==> src/rtl/vend_pkg.sv <==
// Shared types and constants for the two-channel vend dispense arbiter.
package vend_pkg;

  localparam int unsigned NUM_CH  = 2;
  localparam int unsigned TIMER_W = 4;

  typedef enum logic [2:0] {
    IDLE     = 3'd0,
    DISPENSE = 3'd1,
    CHANGE   = 3'd2,
    DONE     = 3'd3,
    FAULT    = 3'd4
  } state_t;

endpackage

==> src/rtl/vend_timer.sv <==
// Loadable down-counter; done_c flags a zero count (last cycle of an interval).
module vend_timer
  import vend_pkg::*;
(
  input  logic               clock,
  input  logic               clear,
  input  logic               load,
  input  logic [TIMER_W-1:0] load_val,
  input  logic               count_en,
  output logic               done_c
);

  logic [TIMER_W-1:0] count_q;

  always_ff @(posedge clock or negedge clear) begin
    if (!clear) begin
      count_q <= '0;
    end else if (load) begin
      count_q <= load_val;
    end else if (count_en && (count_q != '0)) begin
      count_q <= count_q - TIMER_W'(1);
    end
  end

  assign done_c = (count_q == '0);

endmodule

==> src/rtl/vend_dispense_arbiter.sv <==
// Round-robin arbiter sharing one dispense motor and change ejector between two
// vend channels, with motor/ejector sequencing, jam fault and coin lockout.
module vend_dispense_arbiter
  import vend_pkg::*;
#(
  parameter int unsigned DISPENSE_CYCLES = 4,
  parameter int unsigned CHANGE_CYCLES   = 3
) (
  input  logic              clock,
  input  logic              clear,
  input  logic [NUM_CH-1:0] req,
  input  logic [NUM_CH-1:0] chg,
  input  logic              jam,
  output logic [NUM_CH-1:0] ack,
  output logic              grant_id,
  output logic              busy,
  output logic              motor_on,
  output logic              eject_on,
  output logic [NUM_CH-1:0] coin_lockout,
  output logic              fault
);

  localparam logic [TIMER_W-1:0] DISP_LOAD = TIMER_W'(DISPENSE_CYCLES - 1);
  localparam logic [TIMER_W-1:0] CHG_LOAD  = TIMER_W'(CHANGE_CYCLES - 1);

  state_t              state_q, state_n;
  logic                ptr_q, ptr_n;
  logic                chg_q, chg_n;
  logic [NUM_CH-1:0]   ack_n, lock_n;
  logic                gid_n, busy_n, motor_n, eject_n, fault_n;
  logic                t_load, t_en, t_done;
  logic [TIMER_W-1:0]  t_val;

  vend_timer u_timer (
    .clock    (clock),
    .clear    (clear),
    .load     (t_load),
    .load_val (t_val),
    .count_en (t_en),
    .done_c   (t_done)
  );

  // State and registered outputs
  always_ff @(posedge clock or negedge clear) begin
    if (!clear) begin
      state_q      <= IDLE;
      ptr_q        <= 1'b0;
      chg_q        <= 1'b0;
      ack          <= '0;
      grant_id     <= 1'b0;
      busy         <= 1'b0;
      motor_on     <= 1'b0;
      eject_on     <= 1'b0;
      coin_lockout <= '0;
      fault        <= 1'b0;
    end else begin
      state_q      <= state_n;
      ptr_q        <= ptr_n;
      chg_q        <= chg_n;
      ack          <= ack_n;
      grant_id     <= gid_n;
      busy         <= busy_n;
      motor_on     <= motor_n;
      eject_on     <= eject_n;
      coin_lockout <= lock_n;
      fault        <= fault_n;
    end
  end

  // Next-state and next-output logic
  always_comb begin
    state_n = state_q;
    ptr_n   = ptr_q;
    chg_n   = chg_q;
    ack_n   = '0;
    gid_n   = grant_id;
    busy_n  = busy;
    motor_n = 1'b0;
    eject_n = 1'b0;
    fault_n = fault;
    t_load  = 1'b0;
    t_val   = '0;
    t_en    = 1'b0;

    unique case (state_q)
      IDLE: begin
        busy_n = 1'b0;
        if (|req) begin
          gid_n   = (req == 2'b11) ? ptr_q : req[1];
          chg_n   = chg[gid_n];
          state_n = DISPENSE;
          motor_n = 1'b1;
          busy_n  = 1'b1;
          t_load  = 1'b1;
          t_val   = DISP_LOAD;
        end
      end
      DISPENSE: begin
        if (jam) begin
          state_n = FAULT;
          fault_n = 1'b1;
          busy_n  = 1'b1;
        end else if (t_done) begin
          if (chg_q) begin
            state_n = CHANGE;
            eject_n = 1'b1;
            t_load  = 1'b1;
            t_val   = CHG_LOAD;
          end else begin
            state_n         = DONE;
            ack_n[grant_id] = 1'b1;
          end
        end else begin
          motor_n = 1'b1;
          t_en    = 1'b1;
        end
      end
      CHANGE: begin
        if (t_done) begin
          state_n         = DONE;
          ack_n[grant_id] = 1'b1;
        end else begin
          eject_n = 1'b1;
          t_en    = 1'b1;
        end
      end
      DONE: begin
        state_n = IDLE;
        busy_n  = 1'b0;
        ptr_n   = ~grant_id;
      end
      FAULT: begin
        busy_n  = 1'b1;
        fault_n = 1'b1;
      end
      default: begin
        state_n = IDLE;
      end
    endcase

    // Lockout follows the pending request or the channel in service
    lock_n = req | {busy & grant_id, busy & ~grant_id};
    if (state_n == FAULT) begin
      lock_n = 2'b11;
    end
  end

endmodule

==> config.mk <==
export PLATFORM = sky130hd
export DESIGN_NAME = vend_dispense_arbiter
export DESIGN_NICKNAME = d
export VERILOG_FILES = /design/src/rtl/vend_pkg.sv /design/src/rtl/vend_timer.sv /design/src/rtl/vend_dispense_arbiter.sv
export SDC_FILE = /design/constraint.sdc
export NUM_CORES = 1
export LEC_CHECK = 0
export ABC_AREA = 1
export BUFFER_PORTS_ARGS = -buffer_cell sky130_fd_sc_hd__buf_2
export CAP_MARGIN = 20
export CORE_MARGIN = 3
export CORE_UTILIZATION = 50
export CTS_BUF_LIST = sky130_fd_sc_hd__clkbuf_8
export CTS_CLUSTER_DIAMETER = 60
export DETAILED_ROUTE_END_ITERATION = 16
export GPL_ROUTABILITY_DRIVEN = 1
export HOLD_SLACK_MARGIN = 0.12
export PLACE_DENSITY = 0.81
export SYNTH_ARGS = -nofsm -noshare
export SYNTH_HDL_FRONTEND = slang
export SYNTH_SLANG_ARGS = --single-unit
==> constraint.sdc <==
create_clock -name clock -period 4.3 [get_ports clock]
set_clock_uncertainty 0.15 [all_clocks]
set_input_delay 0.215 -clock clock [delete_from_list [all_inputs] [get_ports clock]]
set_output_delay 0.215 -clock clock [all_outputs]
set_load 0.05 [all_outputs]
==> summary.txt <==
Run status
  • Status: complete, no violations

STA
  • Fmax: 573 MHz
  • Final WS setup: 2.56 ns
  • Pins over their slew limit: 0
  • Fin. Hold Viols: 0
  • RSZ-0062 raised after global routing: no
  • Final period util: 0.406
  • Max_slew headroom: 0.729
  • Final Critical Period: 1.74 ns
  • Worst-Margin Slew: 0.402 ns
  • Setup TNS Final: 0 ns
  • Setup violators final: 0

Setup path
  • CP max FO: 3
  • Worst path cell trace: dlygate4sd3_1, buf_2, a21oi_2, nand2_1, dlygate4sd3_1
  • Worst Setup Start Kind: primary input
  • Worst Setup End Kind: flop
  • Buf/Inv on CP: 3
  • Required @ worst endpoint: 4.29 ns
  • Critical path's largest stage delay: 0.55 ns
  • Slowest cell on the critical path: dlygate4sd3_1
  • CP delay by family, top: buffers and inverters
  • CP Data Arrival Time: 1.73 ns
  • Crit Path Class: primary input to flop
  • Most used cell along the critical path: dlygate4sd3_1

Place
  • Pre-CTS setup slack: 2.74 ns
  • Input/output buffers: 15
  • GPL Wtd Cong: 0.857
  • Post-DP HPWL: 1.32 mm

Floorplan
  • Die width: 49.0 µm
  • # rows: 14
  • Die Height: 49.0 µm
  • Num ports: 16
  • Initial core utilization: 0.568
  • Die area: 2400 µm²
  • Core ar.: 1630 µm²

Global route
  • GR Overflow Total: 0
  • Global-route wire length before repair: 3.19 mm
  • Vias in the first global route: 709
  • Largest net degree at the start of global routing: 19
  • Number of antenna violations at the first check in global routing: 0
  • Total GRT Usage: 0.171

Logic synthesis
  • Cells after Synth: 105
  • Post-synthesis sequential area ratio: 0.487
  • Post-synth cell types: 24
  • Post-synth design cell area: 925 µm²
  • Flops & latches, synth: 18
  • Yosys top cell by area: dfrtp_1
  • Number of synthesis warnings: 0
  • Synthesized area per cell: 8.81 µm²
  • Top cell type's share of synthesized area: 0.487
  • Area contributors post-synth: dfrtp_1, inv_1, nand2_1
  • Syn_nets: 113

Power and ir drop
  • Static Leak: 0.589 nW
  • Sw frac: 0.440
  • Clock power share: 0.199
  • P_sw: 0.300 mW
  • P_int: 0.381 mW
  • Sequential share of power: 0.360
  • VDD IR-drop max: 415 µV
  • Combinational Power Share: 0.441
  • Pwr Density: 595 nW/µm²

Routing
  • DRT iter0 DRCs: 21
  • Antenna-violating nets left: 0
  • Drt via density: 4.92
  • First-pass DRT Iterations: 4
  • Metal1 wirelength: 816 µm
  • Routed wl met3: 61 µm
  • Met2 wire len: 896 µm
  • Wire per inst: 11.7 µm
  • Post-Route WL: 1.80 mm
  • DR vias: 757
  • DR DRC count: 0
  • Top Metal Used: met4

Clock network
  • CTS root buffer: clkbuf_8
  • CTS tree: built
  • CTS Buffer Depth: 2
  • Reg clk slew, reported paths: 0.07 ns
  • Clock sink count: 18
  • Worst-skew pair later-pin latency: 0.25 ns
  • H-tree depth: 1
  • Cts bufs inserted: 3
  • Total setup buffers inserted after CTS: 0

Hold path
  • Worst Hold Class: primary input to flop

Final layout
  • Antenna Cells: 0
  • Final Util: 0.703
  • Synthesis-to-finish area growth: 23.8%
  • Layout cells sized above 1: 0.338
  • Final net count: 139

Job
  • Max Cap Violations: 0
## sequential cells by signal, indices dropped and copies added, names as in the netlist
| signal | count |
|---|---|
| u_timer.count_q | 4 |
| state_q | 3 |
| ack | 2 |
| coin_lockout | 2 |
| busy | 1 |
| chg_q | 1 |
| eject_on | 1 |
| fault | 1 |
| grant_id | 1 |
| motor_on | 1 |
| ptr_q | 1 |
## metal layers
metal | GRT usage | vias to the layer above
li1 | - | 377
met1 | 0.216 | 358
met2 | 0.287 | 17
met3 | 0.0367 | 5
met4 | 0.0569 | 0
met5 | 0 | -
## worst min-delay path, delay by kind of cell
family | cells | cell delay, ns
buf+inv | 2 | 0.14
compound gates | 2 | 0.11
simple gates | 1 | 0.05
## synth_stat cells (all sizes together)
cell type	instances
a21oi	4
dfrtp	18
ha	1
inv	20
nand2	19
nand3	10
nand4	1
nor2	18
nor3	1
o211ai	1
o21a	1
o21ai	8
or2	1
xor2	2
## area by class of cell
cell class / instances / area (µm²)
clock buffer: 4 / 55.1
fill: 124 / 484
timing repair buffer: 21 / 135
multi-input combinational: 67 / 399
sequential: 18 / 450
tap: 24 / 30.0
inverter: 20 / 75.1
## cells by family (layout without fill, tap and decap cells)
family          count (synthesis)  count (layout)  share of synthesized area
fa+ha+maj                       1               1                     0.0135
compound gates                 14              14                     0.0974
simple gates                   50              50                      0.302
flops                          18              18                      0.487
buf+inv                        20              45                     0.0812
xor+xnor                        2               2                     0.0189
## power groups by stage
stage | logic (mW) | registers [mW] | clock network, mW
final | 0.300 | 0.245 | 0.136
after global routing | 0.327 | 0.250 | 0.148
after CTS | 0.298 | 0.246 | 0.139
after detailed placement | 0.288 | 0.248 | 0
after global placement | 0.282 | 0.247 | 0
after floorplan | 0.153 | 0.318 | 0
## per-stage QoR
stage / power, mW / hold slack, ns / instances / area, µm²
4_1_cts: 0.683 / 0.160 / 154 / 1140
6_report: 0.681 / 0.157 / 154 / 1140
5_1_grt: 0.725 / 0.213 / 154 / 1140
3_5_place_dp: 0.536 / 0.0114 / 144 / 1030
2_1_floorplan: 0.471 / -0.231 / 105 / 925
3_3_place_gp: 0.528 / 0.00773 / 144 / 1030
## placed cells by master (no fill, tap or decap)
| cell | count |
|---|---|
| nand4_1 | 1 |
| inv_1 | 14 |
| a21oi_1 | 2 |
| or2_1 | 1 |
| o21ai_1 | 1 |
| buf_2 | 15 |
| nor2_2 | 4 |
| inv_2 | 6 |
| nand2_2 | 4 |
| nand2_1 | 13 |
| ha_1 | 1 |
| o21ai_0 | 5 |
| nor2_4 | 2 |
| nand3_2 | 2 |
| nor2_1 | 12 |
| nor3_1 | 1 |
| a21oi_2 | 2 |
| o21a_1 | 1 |
| dlygate4sd3_1 | 6 |
| o211ai_1 | 1 |
| o21ai_2 | 2 |
| nand3_1 | 7 |
| xor2_1 | 2 |
| nand2_4 | 2 |
| nand3_4 | 1 |
| dfrtp_1 | 18 |
| clkbuf_8 | 4 |
## worst paths after layout
kind                                 startpoint                             end  slack, ns  depth (start not counted)
max                                         jam       coin_lockout[1]$_DFF_PN0_       2.56                          5
min                                      chg[0]               chg_q$_DFFE_PN0P_       0.16                          5
max reg2reg                state_q[1]$_DFF_PN0_       coin_lockout[1]$_DFF_PN0_       2.57                          6
min reg2reg                   fault$_DFFE_PN0P_               fault$_DFFE_PN0P_       0.32                          1
max in group asynchronous                 clear  u_timer.count_q[3]$_DFFE_PN0P_       3.44                          2
min in group asynchronous                 clear            state_q[2]$_DFF_PN0_       0.28                          2
## repair_timing
item | CTS | global route
gates resized for setup | 0 | 0
endpoints found under the hold margin | 22 | 0
hold buffers | 6 | 0
Power figures use the tool's default switching activity.
